<file path="config.mk">
export PLATFORM = sky130hd
export DESIGN_NAME = ervp_platform_watchdog
export DESIGN_NICKNAME = d
export VERILOG_FILES = /design/src/rtl/ervp_platform_watchdog_pkg.sv /design/src/rtl/ervp_wdt_register_file.sv /design/src/rtl/ervp_platform_watchdog.sv
export SDC_FILE = /design/constraint.sdc
export NUM_CORES = 1
export LEC_CHECK = 0
export BUFFER_PORTS_ARGS = -buffer_cell sky130_fd_sc_hd__buf_2
export CAP_MARGIN = 20
export CORE_MARGIN = 2
export CORE_UTILIZATION = 40
export CTS_BUF_LIST = sky130_fd_sc_hd__clkbuf_8
export DETAILED_ROUTE_END_ITERATION = 10
export GPL_ROUTABILITY_DRIVEN = 1
export GPL_TIMING_DRIVEN = 0
export SLEW_MARGIN = 20
export SYNTH_ARGS = -nofsm -noshare
export SYNTH_HDL_FRONTEND = slang
export SYNTH_SLANG_ARGS = --single-unit
</file>
<file path="constraint.sdc">
create_clock -name clk -period 4.15 [get_ports clk]
set_clock_uncertainty 0.15 [all_clocks]
set_input_delay 0 -clock clk [delete_from_list [all_inputs] [get_ports clk]]
set_output_delay 0 -clock clk [all_outputs]
set_load 0.01 [all_outputs]
</file>
<file path="src/rtl/ervp_platform_watchdog_pkg.sv">
// Shared definitions for the platform watchdog: memory map, bit indices,
// FSM encoding, default kick key and the bus endian conversion helper.
package ervp_platform_watchdog_pkg;

  localparam int LITTLE_ENDIAN = 0;
  localparam int BIG_ENDIAN    = 1;

  localparam logic [4:0] MMAP_SUBOFFSET_WDT_CTRL   = 5'h00;
  localparam logic [4:0] MMAP_SUBOFFSET_WDT_LOAD   = 5'h04;
  localparam logic [4:0] MMAP_SUBOFFSET_WDT_WARN   = 5'h08;
  localparam logic [4:0] MMAP_SUBOFFSET_WDT_KICK   = 5'h0C;
  localparam logic [4:0] MMAP_SUBOFFSET_WDT_STATUS = 5'h10;
  localparam logic [4:0] MMAP_SUBOFFSET_WDT_COUNT  = 5'h14;

  localparam logic [2:0] WDT_WORD_CTRL   = MMAP_SUBOFFSET_WDT_CTRL[4:2];
  localparam logic [2:0] WDT_WORD_LOAD   = MMAP_SUBOFFSET_WDT_LOAD[4:2];
  localparam logic [2:0] WDT_WORD_WARN   = MMAP_SUBOFFSET_WDT_WARN[4:2];
  localparam logic [2:0] WDT_WORD_KICK   = MMAP_SUBOFFSET_WDT_KICK[4:2];
  localparam logic [2:0] WDT_WORD_STATUS = MMAP_SUBOFFSET_WDT_STATUS[4:2];
  localparam logic [2:0] WDT_WORD_COUNT  = MMAP_SUBOFFSET_WDT_COUNT[4:2];

  localparam int CTRL_ENABLE          = 0;
  localparam int CTRL_RESET_EN        = 1;
  localparam int CTRL_IRQ_EN          = 2;
  localparam int STATUS_WARN_PEND     = 0;
  localparam int STATUS_TIMEOUT_SEEN  = 1;
  localparam int STATUS_BAD_KICK      = 2;
  localparam int STATUS_RESET_CAUSED  = 3;

  localparam logic [31:0] WDT_DEFAULT_KICK_KEY = 32'h5A5A_A5A5;

  typedef enum logic [1:0] {
    WDT_STATE_IDLE,
    WDT_STATE_COUNT,
    WDT_STATE_WARN,
    WDT_STATE_FIRE
  } wdt_state_e;

  typedef struct packed {
    logic reset_caused;
    logic timeout_seen;
    logic warn_pend;
  } wdt_hw_set_t;

  function automatic logic [31:0] endian_convert(input logic [31:0] data, input int endian);
    if (endian == BIG_ENDIAN) return {data[7:0], data[15:8], data[23:16], data[31:24]};
    return data;
  endfunction

endpackage

</file>
<file path="src/rtl/ervp_wdt_register_file.sv">
// Watchdog register file: bus decode, CTRL/LOAD/WARN/STATUS storage with
// write-1-to-clear status, kick key check and data endian conversion.
module ervp_wdt_register_file
  import ervp_platform_watchdog_pkg::*;
#(
  parameter int          BW_COUNTER = 32,
  parameter logic [31:0] KICK_KEY   = WDT_DEFAULT_KICK_KEY,
  parameter int          ENDIAN     = LITTLE_ENDIAN
) (
  input  logic                  clk,
  input  logic                  rstnn,
  input  logic                  rpsel,
  input  logic                  rpenable,
  input  logic [31:0]           rpaddr,
  input  logic                  rpwrite,
  input  logic [31:0]           rpwdata,
  output logic [31:0]           rprdata,
  output logic                  rpready,
  output logic                  rpslverr,
  input  logic                  fire_active,
  input  logic                  clear_enable,
  input  wdt_hw_set_t           hw_set,
  input  logic [BW_COUNTER-1:0] count,
  output logic                  ctrl_enable,
  output logic                  ctrl_reset_en,
  output logic                  ctrl_irq_en,
  output logic [BW_COUNTER-1:0] load,
  output logic [BW_COUNTER-1:0] warn,
  output logic [3:0]            status,
  output logic                  enable_rise,
  output logic                  disable_req,
  output logic                  kick_ok
);

  logic [2:0]            ctrl_q, ctrl_d;
  logic [BW_COUNTER-1:0] load_q, load_d;
  logic [BW_COUNTER-1:0] warn_q, warn_d;
  logic [3:0]            status_q, status_d;
  logic [31:0]           wdata, rdata_raw;
  logic [2:0]            word;
  logic                  wr_en, addr_ok, kick_wr, bad_kick;
  logic                  unused_addr_bits;

  assign unused_addr_bits = ^{rpaddr[31:5], rpaddr[1:0]};

  assign word        = rpaddr[4:2];
  assign wr_en       = rpsel & rpenable & rpwrite;
  assign wdata       = endian_convert(rpwdata, ENDIAN);
  assign kick_wr     = wr_en && (word == WDT_WORD_KICK) && !fire_active;
  assign kick_ok     = kick_wr && (wdata == KICK_KEY);
  assign bad_kick    = kick_wr && (wdata != KICK_KEY);
  assign enable_rise = wr_en && (word == WDT_WORD_CTRL) && wdata[CTRL_ENABLE] && !ctrl_q[CTRL_ENABLE];
  assign disable_req = wr_en && (word == WDT_WORD_CTRL) && !wdata[CTRL_ENABLE];

  // NOTE: every always_comb output gets a default before any branch so no latch is inferred.
  always_comb begin
    ctrl_d   = ctrl_q;
    load_d   = load_q;
    warn_d   = warn_q;
    status_d = status_q;
    if (wr_en) begin
      case (word)
        WDT_WORD_CTRL:   ctrl_d   = wdata[2:0];
        WDT_WORD_LOAD:   load_d   = wdata[BW_COUNTER-1:0];
        WDT_WORD_WARN:   warn_d   = wdata[BW_COUNTER-1:0];
        WDT_WORD_STATUS: status_d = status_q & ~wdata[3:0];
        default: ;
      endcase
    end
    // Hardware events are applied after the software update so they win.
    if (clear_enable) ctrl_d[CTRL_ENABLE] = 1'b0;
    if (hw_set.warn_pend)    status_d[STATUS_WARN_PEND]    = 1'b1;
    if (hw_set.timeout_seen) status_d[STATUS_TIMEOUT_SEEN] = 1'b1;
    if (hw_set.reset_caused) status_d[STATUS_RESET_CAUSED] = 1'b1;
    if (bad_kick)            status_d[STATUS_BAD_KICK]     = 1'b1;
  end

  always_comb begin
    rdata_raw = '0;
    addr_ok   = 1'b1;
    case (word)
      WDT_WORD_CTRL:   rdata_raw = 32'(ctrl_q);
      WDT_WORD_LOAD:   rdata_raw = 32'(load_q);
      WDT_WORD_WARN:   rdata_raw = 32'(warn_q);
      WDT_WORD_KICK:   rdata_raw = '0;
      WDT_WORD_STATUS: rdata_raw = 32'(status_q);
      WDT_WORD_COUNT:  rdata_raw = 32'(count);
      default:         addr_ok   = 1'b0;
    endcase
  end

  assign rprdata  = endian_convert(rdata_raw, ENDIAN);
  assign rpready  = 1'b1;
  assign rpslverr = rpsel & ~addr_ok;

  // NOTE: sequential state uses non-blocking assignments only, so all flops update together.
  always_ff @(posedge clk) begin
    if (!rstnn) begin
      ctrl_q   <= '0;
      load_q   <= '1;
      warn_q   <= '0;
      status_q <= '0;
    end else begin
      ctrl_q   <= ctrl_d;
      load_q   <= load_d;
      warn_q   <= warn_d;
      status_q <= status_d;
    end
  end

  assign ctrl_enable   = ctrl_q[CTRL_ENABLE];
  assign ctrl_reset_en = ctrl_q[CTRL_RESET_EN];
  assign ctrl_irq_en   = ctrl_q[CTRL_IRQ_EN];
  assign load          = load_q;
  assign warn          = warn_q;
  assign status        = status_q;

endmodule

</file>
<file path="src/rtl/ervp_platform_watchdog.sv">
// Platform watchdog top: countdown FSM, warning interrupt and the held
// active-low reset request feeding the platform reset controller.
module ervp_platform_watchdog
  import ervp_platform_watchdog_pkg::*;
#(
  parameter int          BW_COUNTER        = 32,
  parameter int          RESET_HOLD_CYCLES = 16,
  parameter logic [31:0] KICK_KEY          = WDT_DEFAULT_KICK_KEY,
  parameter int          ENDIAN            = LITTLE_ENDIAN
) (
  input  logic        clk,
  input  logic        rstnn,
  input  logic        rpsel,
  input  logic        rpenable,
  input  logic [31:0] rpaddr,
  input  logic        rpwrite,
  input  logic [31:0] rpwdata,
  output logic [31:0] rprdata,
  output logic        rpready,
  output logic        rpslverr,
  output logic        wdt_irq,
  output logic        wdt_reset_req_nn
);

  localparam int BW_HOLD = $clog2(RESET_HOLD_CYCLES + 1);

  wdt_state_e            state_q, state_d;
  logic [BW_COUNTER-1:0] count_q, count_d, eff_load, load, warn;
  logic [BW_HOLD-1:0]    hold_q, hold_d;
  logic                  reset_req_nn_q, reset_req_nn_d;
  logic                  ctrl_enable, ctrl_reset_en, ctrl_irq_en;
  logic                  enable_rise, disable_req, kick_ok, clear_enable;
  logic [3:0]            status;
  wdt_hw_set_t           hw_set;

  ervp_wdt_register_file #(
    .BW_COUNTER(BW_COUNTER),
    .KICK_KEY  (KICK_KEY),
    .ENDIAN    (ENDIAN)
  ) u_regs (
    .clk          (clk),
    .rstnn        (rstnn),
    .rpsel        (rpsel),
    .rpenable     (rpenable),
    .rpaddr       (rpaddr),
    .rpwrite      (rpwrite),
    .rpwdata      (rpwdata),
    .rprdata      (rprdata),
    .rpready      (rpready),
    .rpslverr     (rpslverr),
    .fire_active  (state_q == WDT_STATE_FIRE),
    .clear_enable (clear_enable),
    .hw_set       (hw_set),
    .count        (count_q),
    .ctrl_enable  (ctrl_enable),
    .ctrl_reset_en(ctrl_reset_en),
    .ctrl_irq_en  (ctrl_irq_en),
    .load         (load),
    .warn         (warn),
    .status       (status),
    .enable_rise  (enable_rise),
    .disable_req  (disable_req),
    .kick_ok      (kick_ok)
  );

  assign eff_load = (load == '0) ? BW_COUNTER'(1) : load;

  always_comb begin
    state_d      = state_q;
    count_d      = count_q;
    hold_d       = hold_q;
    hw_set       = '0;
    clear_enable = 1'b0;
    case (state_q)
      WDT_STATE_IDLE: begin
        if (enable_rise || (kick_ok && ctrl_enable)) begin
          count_d = eff_load;
          state_d = WDT_STATE_COUNT;
        end
      end
      WDT_STATE_COUNT, WDT_STATE_WARN: begin
        if (disable_req) begin
          state_d = WDT_STATE_IDLE;
        end else if (kick_ok) begin
          count_d = eff_load;
          state_d = WDT_STATE_COUNT;
        end else if (count_q <= BW_COUNTER'(1)) begin
          if (ctrl_reset_en) begin
            state_d = WDT_STATE_FIRE;
            hold_d  = BW_HOLD'(RESET_HOLD_CYCLES);
          end else begin
            hw_set.timeout_seen = 1'b1;
            count_d             = eff_load;
            state_d             = WDT_STATE_COUNT;
          end
        end else begin
          count_d = count_q - 1'b1;
          if (state_q == WDT_STATE_COUNT && count_d <= warn) begin
            state_d          = WDT_STATE_WARN;
            hw_set.warn_pend = 1'b1;
          end
        end
      end
      WDT_STATE_FIRE: begin
        // Bus disables are ignored here: a started request always runs its full length.
        hold_d = hold_q - 1'b1;
        if (hold_q <= BW_HOLD'(1)) begin
          state_d             = WDT_STATE_IDLE;
          clear_enable        = 1'b1;
          hw_set.reset_caused = 1'b1;
        end
      end
      default: state_d = WDT_STATE_IDLE;
    endcase
    reset_req_nn_d = (state_d != WDT_STATE_FIRE);
  end

  always_ff @(posedge clk) begin
    if (!rstnn) begin
      state_q        <= WDT_STATE_IDLE;
      count_q        <= '1;
      hold_q         <= '0;
      reset_req_nn_q <= 1'b1;
    end else begin
      state_q        <= state_d;
      count_q        <= count_d;
      hold_q         <= hold_d;
      reset_req_nn_q <= reset_req_nn_d;
    end
  end

  assign wdt_irq          = ctrl_irq_en & status[STATUS_WARN_PEND];
  assign wdt_reset_req_nn = reset_req_nn_q;

endmodule

</file>
==> impl_results.md, run 1 <==
* Number of clock sinks at roughly 110
* Min Tclk post-route at around 4200 ps
* Worst-case setup slack after placement at -886 ps
* WL per Instance at between 15 and 20 um
* Multiplexer area fraction after synthesis at 0.0371
* Slowest cell delay on critical path at 530 ps
* Max_cap viols at 0
* Number of DRC violations after detailed-routing iteration 0 at roughly 660
* Pin count of the biggest net entering global routing at 25
* Violations in the final reports: negative setup slack
* Net count after synthesis at 1050
* Main combinational cell family by area after synthesis: simple AND/OR/NAND/NOR gates
* Kind of launch point of the worst setup path: flop
* Final TNS setup at -14.3 ps
* Cell-internal power at 1.82 mW
* Simple-gate area share of the yosys netlist at 0.265
* Count of boundary I/O pins at between 100 and 150
* Post-Synthesis Cells at approximately 940
* Switching part of the total at 0.414
* Clock network latency to the later pin of the worst-skew pair at approximately 420 ps
* Worst Setup Path Type: flop to flop
* Cell Area, Synth at a little under 0.007 mm2
* Worst hold-check slack at 13.6 ps
* Flip-flop and latch count after synthesis at around 110
* Worst relative slew slack at 0.471
* Slowest library cell on the worst path: sky130_fd_sc_hd__or4_4
* Number of iterations in the first detailed-routing pass at 6
* N_diodes at 0
* Chain of cells forming the critical path: or4_4 > or2_0 > buf_6 > or3_4 > or3_4 > xnor2_4 > ha_4 > nand4_1 > nor4_4 > o31a_1 > o21ai_2 > or4_4 > a21o_1
* Count of input and output buffers at around 70
* RSZ-0062 raised after global routing: true
* Library cell occupying the most area in the post-synthesis netlist: sky130_fd_sc_hd__dfxtp_1
* Clock tree from TritonCTS: yes
* Average instance area after synthesis at 7.39 um2
* Share of the synthesized area in compound gates (AO/OA/AOI/OAI) at 0.201
* Cell types with the highest counts after synthesis: 190 x sky130_fd_sc_hd__nand2_1, 111 x sky130_fd_sc_hd__dfxtp_1, 84 x sky130_fd_sc_hd__a21oi_1
* First-pass GRT wire length at just under 40000 um
* Count of flip-flops with a built-in enable after synthesis at 0
* Relative contribution of combinational cells to total power at 0.339
* Number of vias per cell at between 5 and 6
* Clock network power share at 0.237
* Die area at between 0.015 and 0.02 mm2
* # H-tree levels at 3
* Chip width at roughly 140 um
* Result of the run: finished, violations left
* DRC at 0
* Via count of the first global-routing pass at about 6800
* Count leader, synth: sky130_fd_sc_hd__nand2_1
* Ratio of cells with drive above 1 in the final layout at 0.147
* Proportion of netlist area held by the largest area contributor at 0.319
* DP HPWL at approximately 19000 um
* Number of distinct library cells after synthesis at 66
* Final-report max-slew violation count at 0
* Worst Path Max Fanout at 8
* Synth-to-layout area growth at 22.7%
* Fraction of registers with async set or reset after synthesis at 0
* Total power divided by cell area at 365 mW/mm2
* Net count, final at around 1200
* Final WL at around 25000 um
* Number of antenna violations at the first check in global routing at 0
* Count of antenna-violating nets left after detailed routing at 0
* Post-synthesis adder-cell area fraction at 0.0719
* Setup WS post-layout at -14.3 ps
* Worst endpoint data arrival time at between 4000 and 5000 ps
* Number of hold violations in the final report at 0
* XOR/XNOR Fraction of Synth Area at 0.0351
* Placeable Area at 0.0172 mm2
* Transition time of the tightest slew-check pin at 787 ps
* Final core area utilization at 0.497
* Site row count at 48
* Clock edge transition at the registers on the reported setup and hold paths at between 100 and 150 ps
* Peak supply drop at 0.178 mV
* Net switching power at 1.29 mW
* Vertical die dimension at 136 um
* Weighted congestion at the end of routability-driven global placement at 0.982
* Fraction of the yosys area taken by sequential cells at 0.319
* Overall via count from detail_route at between 7000 and 8000
* Kind of end point of the critical path: flop
* CTS Buf Count at 9
* Crit share post-route at 1.00
* Worst hold-check path type: input port to flop
* Global-route total usage across every layer at 0.277
* Leakage power summed over all cells at roughly 3.3 nW
* Part of the total power dissipated in sequential elements at 0.423
* Residual overflow from global routing at 0
* Count of yosys warnings during synthesis at 0
* Starting density of the core at 0.405
* Max Fclk at roughly 240 MHz
* Setup violation total in the final timing report at 1
* Bufs on Longest Clock Path at 2
* Clock tree root driver cell: sky130_fd_sc_hd__clkbuf_8
* Leading cell types by total area after synthesis: sky130_fd_sc_hd__dfxtp_1 32%, sky130_fd_sc_hd__nand2_1 10%, sky130_fd_sc_hd__ha_1 7.2%
* Required time of the critical path at about 4300 ps
* Most common flop cell mapped by yosys: sky130_fd_sc_hd__dfxtp_1
-- power groups by stage --
stage	Sequential (mW)	Combinational (mW)	Clock, mW
global placement	1.32	0.957	0
floorplan	1.27	0.671	0
global route	1.33	1.15	0.780
finish	1.32	1.06	0.739
CTS	1.30	1.01	0.742
detailed placement	1.32	0.959	0
-- final cells by class --
| type | instances | area, um2 |
|---|---|---|
| Fill cell | 1784 | 8640 |
| Clock inverter | 7 | 98.8 |
| Timing Repair Buffer | 127 | 868 |
| Inverter | 56 | 210 |
| Tap cell | 225 | 282 |
| Multi-Input combinational cell | 710 | 4460 |
| Buffer | 59 | 259 |
| Sequential cell | 111 | 2230 |
| Clock buffer | 9 | 124 |
-- cell families (layout without fill, tap and decap cells) --
logic type,after synthesis,in the layout
simple gates,379,379
buf+inv,120,258
other cells,1,1
mux,22,22
fa+ha+maj,40,40
flops,111,111
compound gates,241,241
xor+xnor,27,27
-- per-layer routing --
metal	part of all wire	track usage	routed length, um	vias up
met1	0.45	0.392	11500	3475
met3	0.079	0.0425	2000	56
met2	0.44	0.428	11200	297
met5	0	0	0	-
met4	0.029	0.0961	727	0
li1	-	-	-	3575
-- cells in the final DEF, fill, tap and decap left out, types with 9 or more instances in the layout --
cell type,Yosys,layout
sky130_fd_sc_hd__inv_1,55,55
sky130_fd_sc_hd__mux2i_1,19,19
sky130_fd_sc_hd__nand2b_1,11,11
sky130_fd_sc_hd__buf_2,10,81
sky130_fd_sc_hd__clkbuf_1,47,42
sky130_fd_sc_hd__o21ai_1,34,34
sky130_fd_sc_hd__dlygate4sd3_1,0,38
sky130_fd_sc_hd__a22oi_1,29,29
sky130_fd_sc_hd__o21ai_0,56,55
sky130_fd_sc_hd__o211ai_1,10,10
sky130_fd_sc_hd__ha_1,40,38
sky130_fd_sc_hd__buf_4,2,20
sky130_fd_sc_hd__xnor2_1,15,15
sky130_fd_sc_hd__nand3_1,52,52
sky130_fd_sc_hd__dfxtp_1,111,104
sky130_fd_sc_hd__nor3_1,12,10
sky130_fd_sc_hd__clkbuf_8,0,9
sky130_fd_sc_hd__nor2_1,29,29
sky130_fd_sc_hd__nor4_1,17,12
sky130_fd_sc_hd__nand2_1,190,189
sky130_fd_sc_hd__nand4_1,15,15
sky130_fd_sc_hd__xor2_1,11,11
sky130_fd_sc_hd__a21oi_1,84,84
-- critical path, delay by kind of cell (launching register included) --
family / cells / cell delay [ps]
xor+xnor: 1 / 160
fa+ha+maj: 1 / 280
simple gates: 7 / 2500
buf+inv: 1 / 150
compound gates: 3 / 470
flops: 1 / 350
-- through the flow --
| stage | power [mW] | area, um2 | instances |
|---|---|---|---|
| after floorplan | 1.94 | 6960 | 941 |
| after global placement | 2.28 | 7600 | 1238 |
| after detailed placement | 2.28 | 7600 | 1238 |
| after CTS | 3.06 | 8410 | 1302 |
| after global routing | 3.27 | 8530 | 1304 |
| final | 3.11 | 8530 | 1304 |
-- path summary, 6_finish.rpt --
path | from | endpoint | slack [ps] | cells after the start
worst max register to register | count_q[18]$_SDFFE_PN1P_ | wdt_reset_req_nn$_SDFF_PN1_ | -10 | 13
worst min-delay path | rpwrite | u_regs.ctrl_q[1]$_SDFFE_PN0P_ | 10 | 5
worst max-delay path | count_q[18]$_SDFFE_PN1P_ | wdt_reset_req_nn$_SDFF_PN1_ | -10 | 13
worst min register to register | u_regs.warn[30]$_SDFFE_PN0P_ | u_regs.warn[30]$_SDFFE_PN0P_ | 340 | 2
-- timing repair --
| action | 4_1_cts | 5_1_grt |
|---|---|---|
| setup endpoints to repair | 4 | 4 |
| gates cloned | 0 | 0 |
| pin swaps | 13 | 8 |
| hold buffers | 38 | 0 |
| endpoints found under the hold margin | 72 | 0 |
| buffers inserted | 12 | 5 |
| gates resized for setup | 27 | 17 |
-- flip-flops by register name (all words and copies together), names as in the netlist --
name / count
wdt_reset_req_nn: 1
u_regs.status: 4
count_q: 32
state_q: 2
u_regs.ctrl_q: 3
u_regs.warn: 32
hold_q: 5
u_regs.load: 32
Power figures use the tool's default switching activity.
==> run 2, diff against run 1 <==
--- a/config.mk
+++ b/config.mk
@@ -8,7 +8,7 @@
 export BUFFER_PORTS_ARGS = -buffer_cell sky130_fd_sc_hd__buf_2
 export CAP_MARGIN = 20
 export CORE_MARGIN = 2
-export CORE_UTILIZATION = 40
+export CORE_UTILIZATION = 30
 export CTS_BUF_LIST = sky130_fd_sc_hd__clkbuf_8
 export DETAILED_ROUTE_END_ITERATION = 10
 export GPL_ROUTABILITY_DRIVEN = 1
==> run 2 against run 1 <==
Compared with the run above:
- the flow still finishes with violations (negative setup slack)
- largest cell class unchanged
- count of clock-buffer cells in the layout increased by 1
- wire length increased by 2.6%
- cell count increased by 4.7%
- cell area increased by 1.3%
- first-iteration DRC count decreased by 12%
- worst hold slack about the same
- power increased by 0.65%
- sequential share of layout area decreased by 0.32 points
- global-route usage decreased by 6.6 points
- via count decreased by 0.43%
- maximum frequency decreased by 0.41%
- combinational power increased by 4%
==> impl_results.md, run 2 (same netlist as run 1, synthesis figures left out) <==
* Leakage power summed over all cells at 3.30 nW (-0.73%)
* DP HPWL at 20000 um (+3.5%)
* Total power at 3.13 mW (+0.65%)
* Start point of the worst hold path: rpenable
* Total power divided by cell area at 362 mW/mm2 (-0.69%)
* Clock edge transition at the registers on the reported setup and hold paths at 120 ps (-20 ps)
* DRC at 0 (unchanged)
* Number of standard cells in the layout, taps in and fillers out at 1365 (+4.7%)
* Transition time of the tightest slew-check pin at 821 ps (+34.6 ps)
* Ratio of cells with drive above 1 in the final layout at 0.164 (+0.0165)
* Final WL at 26100 um (+2.6%)
* Worst reg-to-reg setup slack at -30 ps (-20 ps)
* Violations in the final reports: negative setup slack
* Peak supply drop at 0.180 mV (+1.3%)
* Number of DRC violations after detailed-routing iteration 0 at 578 (-12%)
* Result of the run: finished, violations left
* Hold path depth at 5 (unchanged)
* Setup violation total in the final timing report at 1 (unchanged)
* Via count of the first global-routing pass at 6857 (+0.56%)
* N_diodes at 0 (unchanged)
* Net count, final at 1184 (+0.085%)
* Worst Hold Path EP: u_regs.status[2]$_SDFFE_PN0P_
* Critical register-to-register path endpoint: wdt_reset_req_nn$_SDFF_PN1_
* Global-route total usage across every layer at 0.211 (-0.0663)
* Placeable Area at 0.0227 mm2 (+32%)
* Origin of the critical flop-to-flop path: count_q[7]$_SDFFE_PN1P_
* Vertical die dimension at 156 um (+15%)
* Synth-to-layout area growth at 24.3%
* Worst hold-check path type: input port to flop
* Post-Layout Inst Area at 0.00865 mm2 (+1.3%)
* Number of vias per cell at 5.40 (-4.9%)
* Worst relative slew slack at 0.448 (-0.0232)
* Crit share post-route at 1.01 (+0.00412)
* Worst R2R Path Depth at 14 (+1)
* Number of antenna violations at the first check in global routing at 0 (unchanged)
* Die area at 0.0244 mm2 (+32%)
* Kind of end point of the critical path: flop
* Count of antenna-violating nets left after detailed routing at 0 (unchanged)
* Weighted congestion at the end of routability-driven global placement at 0.963 (-1.9%)
* CTS Buf Count at 9 (unchanged)
* Min Tclk post-route at 4180 ps (+17.1 ps)
* Placed cell areas at 0.00767 mm2 (+0.99%)
* Worst endpoint data arrival time at 4340 ps (about the same)
* Clock tree from TritonCTS: yes
* Commonest non-fill, non-tap cell in the layout: sky130_fd_sc_hd__nand2_1
* Number of clock sinks at 111 (unchanged)
* Count of boundary I/O pins at 105 (unchanged)
* Chip width at 156 um (+15%)
* Worst Setup Path Type: flop to flop
* Starting density of the core at 0.306 (-0.0987)
* Number of hold violations in the final report at 0 (unchanged)
* Final-report max-slew violation count at 0 (unchanged)
* Pin count of the biggest net entering global routing at 19 (-24%)
* Final core area utilization at 0.381 (-0.116)
* Max Fclk at 239 MHz (-0.41%)
* Required time of the critical path at 4310 ps (about the same)
* Overall via count from detail_route at 7371 (-0.43%)
* # H-tree levels at 3 (unchanged)
* Number of placed instances, taps included at 1298 (+4.8%)
* Setup WS post-layout at -31.4 ps (-17.1 ps)
* Count of input and output buffers at 72 (unchanged)
* WL per Instance at 19.1 um (-2.0%)
* Clock network latency to the later pin of the worst-skew pair at 400 ps (-20 ps)
* Max_cap viols at 0 (unchanged)
* Clock tree root driver cell: sky130_fd_sc_hd__clkbuf_8
* Kind of launch point of the worst setup path: flop
* Bufs on Longest Clock Path at 2 (unchanged)
* Residual overflow from global routing at 0 (unchanged)
* Number of iterations in the first detailed-routing pass at 5 (-1)
* First-pass GRT wire length at 39300 um (+1.3%)
* RSZ-0062 raised after global routing: true
* Final TNS setup at -31.4 ps (-17.1 ps)
* Site row count at 55 (+15%)
* Worst Path Max Fanout at 8 (unchanged)
* Commonest non-fill, non-tap cells in the layout: 188 x sky130_fd_sc_hd__nand2_1, 102 x sky130_fd_sc_hd__dfxtp_1, 83 x sky130_fd_sc_hd__a21oi_1
## run 2: per-layer routing
| metal | routed length (um) | GRT usage | part of all wire |
|---|---|---|---|
| met1 | 11500 | 0.278 | 0.44 |
| met2 | 12200 | 0.351 | 0.47 |
| met3 | 1530 | 0.0244 | 0.059 |
| met4 | 850 | 0.0848 | 0.033 |
| met5 | 0 | 0 | 0 |
## run 2: stage by stage
| step | hold slack (ps) | worst slack [ps] |
|---|---|---|
| finish | 13.5 | -31.4 |
| global route | 103 | -143 |
| CTS | 2.10 | -41.8 |
| detailed placement | 94.0 | -830 |
| global placement | 88.3 | -819 |
| floorplan | -26.0 | 149 |
## run 2: where the power goes
| part | switching [mW] | internal [mW] |
|---|---|---|
| Clock | 0.417 | 0.300 |
| Combinational | 0.682 | 0.416 |
| Sequential | 0.156 | 1.16 |
| Total | 1.25 | 1.88 |
## run 2: final cells by class
| cell class | instances | area [um2] |
|---|---|---|
| fill | 2404 | 14100 |
| tap | 285 | 357 |
| multi-input combinational | 710 | 4500 |
| timing repair buffer | 132 | 906 |
| buffer | 55 | 236 |
| clock inverter | 6 | 67.6 |
| clock buffer | 10 | 138 |
| sequential | 111 | 2240 |
| inverter | 56 | 210 |
## run 2: worst max-delay path, cell delays in order, from the launching register on
cell and delay [ps]:
sky130_fd_sc_hd__dfxtp_1 440, sky130_fd_sc_hd__nor4_2 370, sky130_fd_sc_hd__nand4_1 210, sky130_fd_sc_hd__buf_6 180, sky130_fd_sc_hd__or3_4 370, sky130_fd_sc_hd__or3_4 370
sky130_fd_sc_hd__xnor2_4 150, sky130_fd_sc_hd__ha_4 270, sky130_fd_sc_hd__nand4_1 190, sky130_fd_sc_hd__nor3_2 260, sky130_fd_sc_hd__a221oi_2 100, sky130_fd_sc_hd__o211ai_1 210
sky130_fd_sc_hd__o21ai_2 150, sky130_fd_sc_hd__or4_4 510, sky130_fd_sc_hd__a21o_1 170
## run 2: repair_timing
action	4_1_cts	5_1_grt
hold endpoints to repair	72	0
setup buffers	15	11
hold buffers	35	0
setup endpoints to repair	4	4
gates resized for setup	31	30
pin swaps	18	18
## run 2: worst max path at each step
stage                              from                           to  slack (ps)  cells past startpoint
5_1_grt         count_q[7]$_SDFFE_PN1P_  wdt_reset_req_nn$_SDFF_PN1_        -140                     14
6_report        count_q[7]$_SDFFE_PN1P_  wdt_reset_req_nn$_SDFF_PN1_         -30                     14
3_3_place_gp   count_q[20]$_SDFFE_PN1P_  wdt_reset_req_nn$_SDFF_PN1_        -820                     14
3_5_place_dp   count_q[20]$_SDFFE_PN1P_  wdt_reset_req_nn$_SDFF_PN1_        -830                     14
4_1_cts        count_q[15]$_SDFFE_PN1P_  wdt_reset_req_nn$_SDFF_PN1_         -40                     15
2_1_floorplan  count_q[15]$_SDFFE_PN1P_  wdt_reset_req_nn$_SDFF_PN1_         150                     14
